`src/rtl/cpu_types_pkg.sv`:
```
// cpu_types_pkg
//   Shared CPU datapath types. Holds the pipeline-control command used by
//   every inter-stage buffer and the packed per-boundary stage bundles.
//   Stage buffers are sized from these with WIDTH = $bits(<bundle>).
package cpu_types_pkg;

  // Pipeline command from the hazard/control unit. The unused encoding
  // 2'b11 is treated as STALL by consumers, which only test for NORMAL
  // and FLUSH explicitly.
  typedef enum logic [1:0] {
    NORMAL = 2'b00,
    STALL  = 2'b01,
    FLUSH  = 2'b10
  } pipe_state_t;

  // IF/ID boundary bundle.
  typedef struct packed {
    logic [31:0] pc;
    logic [31:0] instr;
  } if_id_bundle_t;

  // ID/EX boundary bundle.
  typedef struct packed {
    logic [31:0] pc;
    logic [31:0] rs1_val;
    logic [31:0] rs2_val;
    logic [31:0] imm;
    logic [4:0]  rd;
    logic [3:0]  alu_op;
    logic        reg_we;
    logic        mem_re;
    logic        mem_we;
  } id_ex_bundle_t;

  // EX/MEM boundary bundle.
  typedef struct packed {
    logic [31:0] alu_res;
    logic [31:0] store_val;
    logic [4:0]  rd;
    logic        reg_we;
    logic        mem_re;
    logic        mem_we;
  } ex_mem_bundle_t;

  // MEM/WB boundary bundle.
  typedef struct packed {
    logic [31:0] wb_val;
    logic [4:0]  rd;
    logic        reg_we;
  } mem_wb_bundle_t;

endpackage

```
`src/rtl/pipe_stage_buf_if.sv`:
```
// pipe_stage_buf_if
//   Valid/ready handshake bundle between a producer stage, a stage buffer
//   and a consumer stage.
//   up_valid/up_ready/up_data : producer -> buffer
//   dn_valid/dn_ready/dn_data : buffer -> consumer
//   modport master : the stage side (drives up_*, dn_ready)
//   modport slave  : the buffer side (drives up_ready, dn_valid, dn_data)
interface pipe_stage_buf_if #(
  parameter int WIDTH = 32
);

  logic             up_valid;
  logic             up_ready;
  logic [WIDTH-1:0] up_data;
  logic             dn_valid;
  logic             dn_ready;
  logic [WIDTH-1:0] dn_data;

  modport master (
    output up_valid,
    output up_data,
    output dn_ready,
    input  up_ready,
    input  dn_valid,
    input  dn_data
  );

  modport slave (
    input  up_valid,
    input  up_data,
    input  dn_ready,
    output up_ready,
    output dn_valid,
    output dn_data
  );

endinterface

```
`src/rtl/sat_counter.sv`:
```
// sat_counter
//   W-bit up-counter that stops at its all-ones value instead of wrapping.
//   Cleared only by reset.
//   CLK  : clock, rising edge
//   nRST : synchronous active-low reset
//   inc  : count this cycle
//   cnt  : current count
module sat_counter #(
  parameter int W = 16
) (
  input  logic         CLK,
  input  logic         nRST,
  input  logic         inc,
  output logic [W-1:0] cnt
);

  // NOTE: sequential state uses non-blocking assignments so every register
  // samples the pre-edge values, independent of block evaluation order.
  always_ff @(posedge CLK) begin
    if (!nRST) begin
      cnt <= '0;
    end else if (inc && (cnt != '1)) begin
      cnt <= cnt + W'(1);
    end
  end

endmodule

```
`src/rtl/pipe_stage_buf.sv`:
```
// pipe_stage_buf
//   Elastic inter-stage register: a DEPTH-entry circular buffer of WIDTH-bit
//   stage bundles with valid/ready on both sides, controlled by a
//   NORMAL/STALL/FLUSH command, plus a saturating back-pressure counter.
//   CLK       : clock, rising edge
//   nRST      : synchronous active-low reset
//   ctrl      : pipeline command (unknown encodings act as STALL)
//   bus       : handshake bundle, slave side (up_* in, dn_* out)
//   occupancy : current number of stored entries (0..DEPTH)
//   bp_cnt    : saturating count of cycles with up_valid=1 and up_ready=0
module pipe_stage_buf
  import cpu_types_pkg::*;
#(
  parameter int WIDTH = 32,
  parameter int DEPTH = 2,
  parameter int CNT_W = 16
) (
  input  logic                   CLK,
  input  logic                   nRST,
  input  pipe_state_t            ctrl,
  pipe_stage_buf_if.slave        bus,
  output logic [$clog2(DEPTH):0] occupancy,
  output logic [CNT_W-1:0]       bp_cnt
);

  localparam int PTR_W = $clog2(DEPTH);

  // DEPTH is a power of two, so DEPTH fits exactly in PTR_W+1 bits.
  localparam logic [PTR_W:0] FULL_CNT = DEPTH[PTR_W:0];

  logic [WIDTH-1:0] mem [DEPTH];
  logic [PTR_W-1:0] rd_ptr;
  logic [PTR_W-1:0] wr_ptr;
  logic [PTR_W:0]   count;

  logic is_normal;
  logic is_flush;
  logic enq;
  logic deq;

  assign is_normal = (ctrl == NORMAL);
  assign is_flush  = (ctrl == FLUSH);

  // Full blocks the producer even if the consumer drains this cycle, which
  // keeps dn_ready off the up_ready path. Reset and anything other than
  // NORMAL (STALL, FLUSH, undefined) close both handshakes.
  assign bus.up_ready = nRST & is_normal & (count < FULL_CNT);
  assign bus.dn_valid = nRST & is_normal & (count != '0);

  // Head is always driven straight from storage; there is no bypass from
  // up_data, so an empty buffer never presents valid data.
  assign bus.dn_data = mem[rd_ptr];

  assign enq = bus.up_valid & bus.up_ready;
  assign deq = bus.dn_valid & bus.dn_ready;

  assign occupancy = count;

  // NOTE: the storage array has no reset; entries are only ever observed
  // after being written, and leaving it reset-free lets it map onto RAM.
  always_ff @(posedge CLK) begin
    if (enq) begin
      mem[wr_ptr] <= bus.up_data;
    end
  end

  // Pointers wrap naturally at DEPTH because they are exactly PTR_W bits.
  always_ff @(posedge CLK) begin
    if (!nRST || is_flush) begin
      rd_ptr <= '0;
      wr_ptr <= '0;
      count  <= '0;
    end else begin
      if (enq) begin
        wr_ptr <= wr_ptr + PTR_W'(1);
      end
      if (deq) begin
        rd_ptr <= rd_ptr + PTR_W'(1);
      end
      case ({enq, deq})
        2'b10:   count <= count + (PTR_W+1)'(1);
        2'b01:   count <= count - (PTR_W+1)'(1);
        default: count <= count;
      endcase
    end
  end

  // Back-pressure: the producer offers but is refused. This includes
  // STALL and FLUSH cycles, since up_ready is low there.
  sat_counter #(
    .W (CNT_W)
  ) u_bp_cnt (
    .CLK  (CLK),
    .nRST (nRST),
    .inc  (bus.up_valid & ~bus.up_ready),
    .cnt  (bp_cnt)
  );

endmodule

```
`src/flat_wrapper.sv`:
```
// flat-port wrapper written by rule: the top's interface ports become plain ports
module pipe_stage_buf_flat import cpu_types_pkg::*;
#(
  parameter int WIDTH = 32,
  parameter int DEPTH = 2,
  parameter int CNT_W = 16
)
  (CLK, nRST, ctrl, occupancy, bp_cnt, bus_up_valid, bus_up_data, bus_dn_ready, bus_up_ready, bus_dn_valid, bus_dn_data);
  pipe_stage_buf_if #(.WIDTH(WIDTH)) bus_i ();
  input  logic CLK;
  input  logic nRST;
  input  pipe_state_t ctrl;
  output logic [$clog2(DEPTH):0] occupancy;
  output logic [CNT_W-1:0] bp_cnt;
  input wire logic [$bits(bus_i.up_valid)-1:0] bus_up_valid;
  input wire logic [$bits(bus_i.up_data)-1:0] bus_up_data;
  input wire logic [$bits(bus_i.dn_ready)-1:0] bus_dn_ready;
  output wire logic [$bits(bus_i.up_ready)-1:0] bus_up_ready;
  output wire logic [$bits(bus_i.dn_valid)-1:0] bus_dn_valid;
  output wire logic [$bits(bus_i.dn_data)-1:0] bus_dn_data;
  assign bus_i.up_valid = bus_up_valid;
  assign bus_i.up_data = bus_up_data;
  assign bus_i.dn_ready = bus_dn_ready;
  assign bus_up_ready = bus_i.up_ready;
  assign bus_dn_valid = bus_i.dn_valid;
  assign bus_dn_data = bus_i.dn_data;
  pipe_stage_buf #(.WIDTH(WIDTH), .DEPTH(DEPTH), .CNT_W(CNT_W)) u_core (.CLK(CLK), .nRST(nRST), .ctrl(ctrl), .bus(bus_i), .occupancy(occupancy), .bp_cnt(bp_cnt));
endmodule
```
`config.mk`:
```
export PLATFORM = sky130hd
export DESIGN_NAME = pipe_stage_buf_flat
export DESIGN_NICKNAME = d
export VERILOG_FILES = /design/src/rtl/cpu_types_pkg.sv /design/src/rtl/pipe_stage_buf_if.sv /design/src/rtl/sat_counter.sv /design/src/rtl/pipe_stage_buf.sv /design/src/flat_wrapper.sv
export SDC_FILE = /design/constraint.sdc
export NUM_CORES = 1
export LEC_CHECK = 0
export BUFFER_PORTS_ARGS = -buffer_cell sky130_fd_sc_hd__buf_2
export CORE_MARGIN = 2
export CORE_UTILIZATION = 50
export CTS_CLUSTER_SIZE = 28
export DETAILED_ROUTE_END_ITERATION = 7
export PLACE_DENSITY = 0.76
export SLEW_MARGIN = 20
export SYNTH_ARGS = -nofsm -noshare
export SYNTH_HDL_FRONTEND = slang
export SYNTH_SLANG_ARGS = --single-unit
```
`constraint.sdc`:
```
create_clock -name CLK -period 3.1 [get_ports CLK]
set_input_delay 0.155 -clock CLK [delete_from_list [all_inputs] [get_ports CLK]]
set_output_delay 0.155 -clock CLK [all_outputs]
set_load 0.1 [all_outputs]
```
==> impl_metrics.json, run 1 <==
{
  "status": "complete, no violations",
  "synth_top_area_share_pct": 56.0,
  "antenna_found_initial": 0,
  "ys_seq_area_share_pct": 68.3,
  "worstPathArrival_ns": 2.09,
  "ant_nets": 0,
  "report.power.total_uw": 2100,
  "yosysUniqueCellTypes": 39,
  "drive_gt1_share_pct": 41.8,
  "via_per_inst": 5.27,
  "final_cells": 441,
  "min_period_ns": 2.25,
  "final.period_utilization_pct": 72.5,
  "grt_max_degree": 33,
  "max_slew_margin_pct": 58.4,
  "skew_ns": 0.0102,
  "syn_avg_cell_area_um2": 15.0,
  "yosysTopAreaCell": "edfxtp_1",
  "groute.usage.overall_pct": 19.0,
  "slew_viol_final": 0,
  "dpl.hpwl_um": 4470,
  "setup_tns_ns": 0,
  "post-place-cells": 395,
  "cts_root_buf": "clkbuf_8",
  "path_buf_inv": 2,
  "clk_latency_ns": 0.34,
  "numCtsBuffers": 9,
  "area_growth_pct": 30.0,
  "syn_area_mm2": 0.00343,
  "first_iter_violations": 62,
  "worstPathRequired_ns": 2.94,
  "cts_tree": "built",
  "final_hold_viol_count": 0,
  "grt-ovfl-total": 0,
  "start_util_pct": 51.0,
  "std_cell_rows": 30,
  "postCtsSetupRepairBufs": 0,
  "cts.sinks": 85,
  "nets": 396,
  "synth_area_leaders": "edfxtp_1 (56%), dfxtp_1 (12%), mux2_2 (11%), mux2i_1 (1.8%), nand2_1 (1.5%)",
  "fmax_mhz": 445,
  "synthArstFlopShare_pct": 0,
  "port_buffers": 89,
  "antenna_cells": 0,
  "die-width_um": 86.8,
  "die_h_um": 86.8,
  "powerDensity_mw_per_mm2": 472,
  "cts_max_level": 3,
  "crit_type": "reg2out",
  "cp_cell_sequence": "buf_4 > mux2_2 > buf_2",
  "syn-num-nets": 269,
  "routedWlPerCell_um": 15.4,
  "grt_pass1_wl_um": 10800,
  "place.gp.congestion": 0.786,
  "startpoint_type": "flop",
  "synth_edf_count": 64,
  "coreArea_mm2": 0.00672,
  "drt-pass1-iter-count": 4,
  "max_stage_delay_ns": 0.68,
  "yosys_warnings": 0,
  "cap_violations": 0,
  "cp_top_family": "flip-flops",
  "dieArea_mm2": 0.00754,
  "tightestPinTransition_ns": 0.618,
  "grt_pass1_vias": 2323,
  "slowest_stage": "dfxtp_1",
  "setup_viol": 0,
  "synthFlopType": "edfxtp_1",
  "leakage_uw": 0.00171,
  "crit_path_end_kind": "output port",
  "whs_ns": 0.0278,
  "path_clk_slew_ns": 0.08,
  "holdBufCountCts": 29,
  "vias": 2324,
  "finish.utilization_pct": 66.4,
  "wl_um": 6780,
  "cts-resized-gates": 0,
  "synth-seq-cells": 85,
  "ir_drop_mv": 0.247,
  "hold_class": "in2reg",
  "grt_setup_unrepaired": "no",
  "path_max_fanout": 20,
  "cts.path.max_buffers": 2,
  "num_io_pins": 90,
  "postSynthCellCount": 229,
  "route.detailed.drc": 0
}
-- final cells by class --
cell class / instances / area, µm²
Inverter: 5 / 18.8
Clock buffer: 9 / 124
Sequential cell: 85 / 2340
Multi-Input combinational cell: 132 / 1050
Clock inverter: 7 / 48.8
Fill cell: 493 / 2260
Tap cell: 80 / 100
Timing Repair Buffer: 123 / 776
-- stage by stage --
stage / instance area (µm²) / worst slack (ns)
after global placement: 3990 / 1.07
after CTS: 4450 / 0.817
after floorplan: 3440 / 0.0504
after detailed placement: 3990 / 0.967
after global routing: 4460 / 0.711
final: 4460 / 0.852
-- power by group --
part | switching (µW) | total, µW | internal, µW
combinational | 119 | 181 | 62.2
sequential | 5.52 | 1240 | 1230
clock | 394 | 686 | 292
total | 518 | 2100 | 1590
-- logic make-up (layout without fill, tap and decap cells) --
kind of cell             Yosys count  count (layout)  share of synthesized area (%)
flip-flops                        85              85                           68.3
AND/OR/NAND/NOR                   64              64                           12.0
multiplexers                      38              38                           12.3
AO/OA/AOI/OAI                     24              24                           4.38
buffers and inverters             12             144                           1.31
XOR/XNOR                           4               4                           1.02
adder cells (fa/ha/maj)            2               2                          0.730
-- worst reg2reg max path, stage by stage (launching register included) --
cell	delay, ns
dfxtp_1	0.35
or4b_4	0.57
inv_2	0.11
nand2_1	0.13
ha_1	0.34
or3_1	0.36
a21oi_1	0.16
-- metal layers --
| layer | vias to the layer above | routed length [µm] | share of wire (%) | track usage, % |
|---|---|---|---|---|
| met1 | 1106 | 2890 | 43 | 22.9 |
| met3 | 6 | 334 | 4.9 | 4.19 |
| li1 | 1132 | - | - | - |
| met4 | 0 | 64 | 0.94 | 7.24 |
| met2 | 80 | 3490 | 51 | 33.3 |
| met5 | - | 0 | 0 | 0 |
-- layout by cell type (no fill, tap or decap), types with 3 or more instances in the layout --
cell type      count
a21oi_1            9
buf_2             89
buf_4              4
clkbuf_8           9
clkinvlp_4         3
dfxtp_1           21
dlygate4sd3_1     30
edfxtp_1          64
inv_1              4
mux2_2            32
mux2i_1            6
nand2_1           14
nand3_1            8
nand4_1            4
nor2_1             5
o21ai_0            6
o31ai_1            4
or2b_1             3
or3_1              4
or4_1              4
-- final timing paths --
path	start	endpoint	slack [ns]	cells past startpoint
max	flop	bus_dn_data[0]	0.85	3
min	bus_up_data[8]	u_core.mem[0][8]	0.03	1
max reg2reg	u_core.occupancy[1]	u_core.occupancy[1]	1.00	6
min reg2reg	u_core.u_bp_cnt.cnt[11]	u_core.u_bp_cnt.cnt[11]	0.50	2
-- cell usage after synthesis, drive strengths merged (5+ instances only) --
| cell | number |
|---|---|
| mux2i | 6 |
| a21oi | 9 |
| inv | 5 |
| edfxtp | 64 |
| nand3 | 8 |
| dfxtp | 21 |
| nor2 | 6 |
| nand4 | 5 |
| nand2 | 14 |
| o21ai | 6 |
| mux2 | 32 |
-- sequential cells by signal (all words and copies together), names as in the netlist, named ones only --
name / count
u_core.mem: 64
u_core.occupancy: 2
u_core.rd_ptr: 1
u_core.u_bp_cnt.cnt: 16
u_core.wr_ptr: 1
No activity file was read; power rests on OpenSTA's default activity.
==> inputs of run 2 (changes only) <==
==> constraint.sdc (replaced) <==
create_clock -name CLK -period 2.2 [get_ports CLK]
set_input_delay 0.11 -clock CLK [delete_from_list [all_inputs] [get_ports CLK]]
set_output_delay 0.11 -clock CLK [all_outputs]
set_load 0.1 [all_outputs]
==> impl_metrics.json, run 2 (synthesis results as in run 1) <==
{
  "cts.sinks": 85,
  "clk_latency_ns": 0.34,
  "min_period_ns": 1.99,
  "layout_commonest_cell": "edfxtp_1",
  "ant_nets": 0,
  "final_hold_viol_count": 0,
  "cap_violations": 0,
  "grt_pass1_vias": 2314,
  "numCtsBuffers": 9,
  "cts_max_level": 3,
  "postCtsSetupRepairBufs": 0,
  "powerDensity_mw_per_mm2": 601,
  "ir_drop_mv": 0.421,
  "worstPathRequired_ns": 2.46,
  "nets": 399,
  "worstHoldStart": "bus_up_valid",
  "startpoint_type": "flop",
  "multi_input_area_mm2": 0.00105,
  "routedWlPerCell_um": 17.0,
  "crit_type": "reg2reg",
  "largest_reg_flops": 64,
  "start_util_pct": 51.0,
  "std_cell_rows": 30,
  "first_iter_violations": 125,
  "min_to": "u_core.wr_ptr",
  "area_growth_pct": 47.1,
  "worstPathArrival_ns": 2.26,
  "grt_max_degree": 33,
  "fmax_mhz": 502,
  "tightestPinTransition_ns": 0.590,
  "drt-pass1-iter-count": 6,
  "via_per_inst": 5.35,
  "grt_setup_unrepaired": "no",
  "max_slew_margin_pct": 60.2,
  "hold_class": "in2reg",
  "rrSetupSlack_ns": 0.21,
  "place_area_mm2": 0.00455,
  "leakage_uw": 0.00192,
  "grt_pass1_wl_um": 11900,
  "vias": 2381,
  "skew_ns": 0.00638,
  "nFillCells": 399,
  "largest-register": "u_core.mem",
  "die-width_um": 86.8,
  "r2r_start": "u_core.occupancy[1]",
  "route.detailed.drc": 0,
  "num_io_pins": 90,
  "whs_path_depth": 4,
  "seqCellArea_mm2": 0.00236,
  "path_max_fanout": 5,
  "r2r_end": "u_core.occupancy[1]",
  "final_area_mm2": 0.00505,
  "final_cell_mix": "edfxtp_1 (64), buf_2 (57), buf_12 (35)",
  "finish.utilization_pct": 75.1,
  "groute.usage.overall_pct": 21.2,
  "antenna_found_initial": 1,
  "dieArea_mm2": 0.00754,
  "place.gp.congestion": 0.846,
  "drive_gt1_share_pct": 46.4,
  "cts_tree": "built",
  "coreArea_mm2": 0.00672,
  "crit_path_end_kind": "flop",
  "grt-ovfl-total": 0,
  "dpl.hpwl_um": 4710,
  "setup_tns_ns": 0,
  "cts.path.max_buffers": 2,
  "reg2reg_depth": 6,
  "status": "complete, no violations",
  "setup_viol": 0,
  "final.period_utilization_pct": 90.5,
  "cts_root_buf": "clkbuf_8",
  "port_buffers": 89,
  "path_clk_slew_ns": 0.08,
  "die_h_um": 86.8,
  "slew_viol_final": 0,
  "wl_um": 7580
}
==> run 2: changes by cell type in the layout (fill, tap and decap cells not counted), moves of 2 or more <==
cell	previous run	this run
dlygate4sd3_1	30	32
buf_12	0	35
buf_2	89	57
dfxtp_2	0	14
buf_4	4	2
dfxtp_1	21	6
==> run 2: what timing repair did <==
| item | CTS | global route |
|---|---|---|
| endpoints found under the hold margin | 64 | 0 |
| resized for setup | 0 | 0 |
| hold buffers | 32 | 0 |
==> run 2: worst max-delay path: stages (launching register included) <==
cell and delay, ns:
dfxtp_4 0.36, or4b_4 0.55, inv_12 0.09, nand2_2 0.08
ha_1 0.32, or3_1 0.35, a21oi_1 0.15
==> run 2: where the power goes <==
| part | total [µW] | switching (µW) | internal (µW) |
|---|---|---|---|
| clock | 980 | 562 | 418 |
| combinational | 308 | 182 | 126 |
| sequential | 1740 | 8.19 | 1740 |
| total | 3030 | 752 | 2280 |
==> run 2: how the worst max path moves through the flow <==
stage | start | to | slack (ns) | cells after the start
after floorplan | u_core.occupancy[0] | u_core.occupancy[1] | 0.0005 | 5
after global placement | u_core.occupancy[1] | u_core.occupancy[1] | 0.28 | 6
after global routing | u_core.occupancy[1] | u_core.occupancy[1] | 0.13 | 6
after detailed placement | u_core.occupancy[1] | u_core.occupancy[1] | 0.22 | 6
after CTS | u_core.occupancy[1] | u_core.occupancy[1] | 0.20 | 6
final | u_core.occupancy[1] | u_core.occupancy[1] | 0.21 | 6
==> run 2: area by class of cell <==
cell class / count / share of cell area, %
diodes: 1 / 0.0496
clock buffers: 10 / 2.53
clock inverters: 6 / 0.917
inverters: 5 / 0.620
multi-input cells: 132 / 20.9
flip-flops and latches: 85 / 46.8
well taps: 80 / 1.98
repair buffers: 126 / 26.2
==> run 2: metrics by stage <==
stage          cells  power (µW)  setup slack [ns]  hold WS, ns
6_report         445        3030             0.209        0.187
5_1_grt          445        3140             0.128        0.208
4_1_cts          444        3030             0.203        0.177
3_5_place_dp     396        2040             0.225        0.302
3_3_place_gp     396        2030             0.276        0.299
2_1_floorplan    229        1930          0.000515        0.209
==> run 2: per-layer routing <==
layer	track usage [%]	wire (µm)
met4	9.23	119
met3	4.00	398
met2	35.5	3970
met5	0	0
met1	27.0	3100
==> inputs of run 3 (changes only) <==
==> constraint.sdc (replaced) <==
create_clock -name CLK -period 2.22 [get_ports CLK]
set_input_delay 0.111 -clock CLK [delete_from_list [all_inputs] [get_ports CLK]]
set_output_delay 0.111 -clock CLK [all_outputs]
set_load 0.1 [all_outputs]
==> impl_metrics.json, run 3 (synthesis results as in run 1) <==
{
  "worstPathArrival_ns": 2.25,
  "min_period_ns": 1.99,
  "largest_reg_flops": 64,
  "skew_ns": 0.00658,
  "wl_um": 7370,
  "largest-register": "u_core.mem",
  "antenna_cells": 0,
  "first_iter_violations": 130,
  "max_slew_margin_pct": 54.7,
  "cts_tree": "built",
  "groute.usage.overall_pct": 21.1,
  "postCtsSetupRepairBufs": 0,
  "crit_type": "reg2reg",
  "grt-ovfl-total": 0,
  "numCtsBuffers": 9,
  "intPower_uw": 2240,
  "cp_cell_sequence": "or4b_4 > inv_12 > nand2_2 > ha_1 > or3_1 > a21oi_1",
  "final.period_utilization_pct": 89.5,
  "worstPathRequired_ns": 2.48,
  "vias": 2365,
  "tightestPinTransition_ns": 0.673,
  "max_stage_delay_ns": 0.55,
  "std_cell_rows": 30,
  "status": "complete, no violations",
  "start_util_pct": 51.0,
  "power.share.clock_pct": 30.5,
  "ant_nets": 0,
  "drive_gt1_share_pct": 46.0,
  "cts_root_buf": "clkbuf_8",
  "seqPwrFrac_pct": 59.2,
  "cap_violations": 0,
  "finish.utilization_pct": 74.6,
  "via_per_inst": 5.34,
  "whs_path_depth": 3,
  "crit_path_end_kind": "flop",
  "ir_drop_mv": 0.368,
  "grt_setup_unrepaired": "no",
  "die_h_um": 86.8,
  "setup_viol": 0,
  "grt_pass1_wl_um": 11900,
  "hold_class": "in2reg",
  "fmax_mhz": 503,
  "dpl.hpwl_um": 4800,
  "clk_latency_ns": 0.34,
  "combPwrFrac_pct": 10.3,
  "powerDensity_mw_per_mm2": 583,
  "port_buffers": 89,
  "num_io_pins": 90,
  "leakage_uw": 0.00191,
  "drt-pass1-iter-count": 4,
  "final_hold_viol_count": 0,
  "coreArea_mm2": 0.00672,
  "cts.path.max_buffers": 2,
  "grt_pass1_vias": 2383,
  "startpoint_type": "flop",
  "setup_tns_ns": 0,
  "sw_frac_of_total_pct": 23.4,
  "nFillCells": 412,
  "route.detailed.drc": 0,
  "path_max_fanout": 5,
  "slew_viol_final": 0,
  "grt_max_degree": 33,
  "die-width_um": 86.8,
  "cts-resized-gates": 0,
  "cts.sinks": 85,
  "power.switching_uw": 684,
  "area_growth_pct": 46.2,
  "nets": 399,
  "cts_max_level": 3,
  "layout_commonest_cell": "edfxtp_1",
  "routedWlPerCell_um": 16.6,
  "reg2reg_depth": 6,
  "slowest_stage": "or4b_4",
  "final_cell_mix": "edfxtp_1 (64), buf_2 (57), buf_12 (34)",
  "antenna_found_initial": 0,
  "place.gp.congestion": 0.878,
  "dieArea_mm2": 0.00754,
  "path_clk_slew_ns": 0.08
}
==> run 3: cell count changes in the layout (fill, tap and decap cells not counted) <==
| cell | delta |
|---|---|
| clkinv_2 | +1 |
| diode_2 | -1 |
| inv_6 | -2 |
| buf_12 | -1 |
| buf_4 | +1 |
| clkinv_1 | +1 |
| clkinv_4 | -1 |
==> run 3: per-stage QoR <==
stage | instance area (µm²) | setup slack [ns] | hold WS, ns | power (µW) | std cells
2_1_floorplan | 3470 | 0.0205 | 0.210 | 1910 | 229
3_3_place_gp | 4540 | 0.296 | 0.299 | 2010 | 396
3_5_place_dp | 4540 | 0.252 | 0.304 | 2020 | 396
4_1_cts | 5010 | 0.232 | 0.181 | 2950 | 443
5_1_grt | 5010 | 0.127 | 0.193 | 3030 | 443
6_report | 5010 | 0.233 | 0.201 | 2920 | 443
==> run 3: area by class of cell <==
class | instances | area [µm²] | area share (%)
repair buffers | 126 | 1310 | 26.1
inverters | 5 | 31.3 | 0.624
clock buffers | 10 | 128 | 2.55
multi-input cells | 132 | 1050 | 21.0
clock inverters | 5 | 28.8 | 0.574
flip-flops and latches | 85 | 2360 | 47.1
well taps | 80 | 100 | 2.00
==> run 3: routing by layer <==
layer | GRT usage (%) | wire, µm | part of all wire [%]
met1 | 25.5 | 3050 | 41
met2 | 36.6 | 3800 | 52
met3 | 5.62 | 433 | 5.9
met4 | 6.82 | 81 | 1.1
met5 | 0 | 0 | 0
==> run 3: power groups by stage <==
stage | clock network [µW] | logic (µW) | registers (µW)
3_5_place_dp | 0 | 255 | 1760
4_1_cts | 920 | 301 | 1730
2_1_floorplan | 0 | 124 | 1790
3_3_place_gp | 0 | 249 | 1760
5_1_grt | 979 | 317 | 1730
6_report | 892 | 302 | 1730
==> run 3: worst max-delay path: cells and delay by family (launching register included) <==
kind | cells | cell delay, ns
adder cells (fa/ha/maj) | 1 | 0.33
AND/OR/NAND/NOR | 3 | 0.99
AO/OA/AOI/OAI | 1 | 0.14
buffers and inverters | 1 | 0.09
flip-flops | 1 | 0.36
==> run 3: worst paths after layout <==
path | end | from | slack (ns)
max | u_core.occupancy[1] | u_core.occupancy[1] | 0.23
min | u_core.u_bp_cnt.cnt[12] | nRST | 0.20
max reg2reg | u_core.occupancy[1] | u_core.occupancy[1] | 0.23
min reg2reg | u_core.u_bp_cnt.cnt[10] | u_core.u_bp_cnt.cnt[10] | 0.49
==> run 3: what timing repair did <==
item | in CTS | in global routing
endpoints found under the hold margin | 64 | 0
endpoints found under the setup margin | 0 | 0
hold buffers | 32 | 0
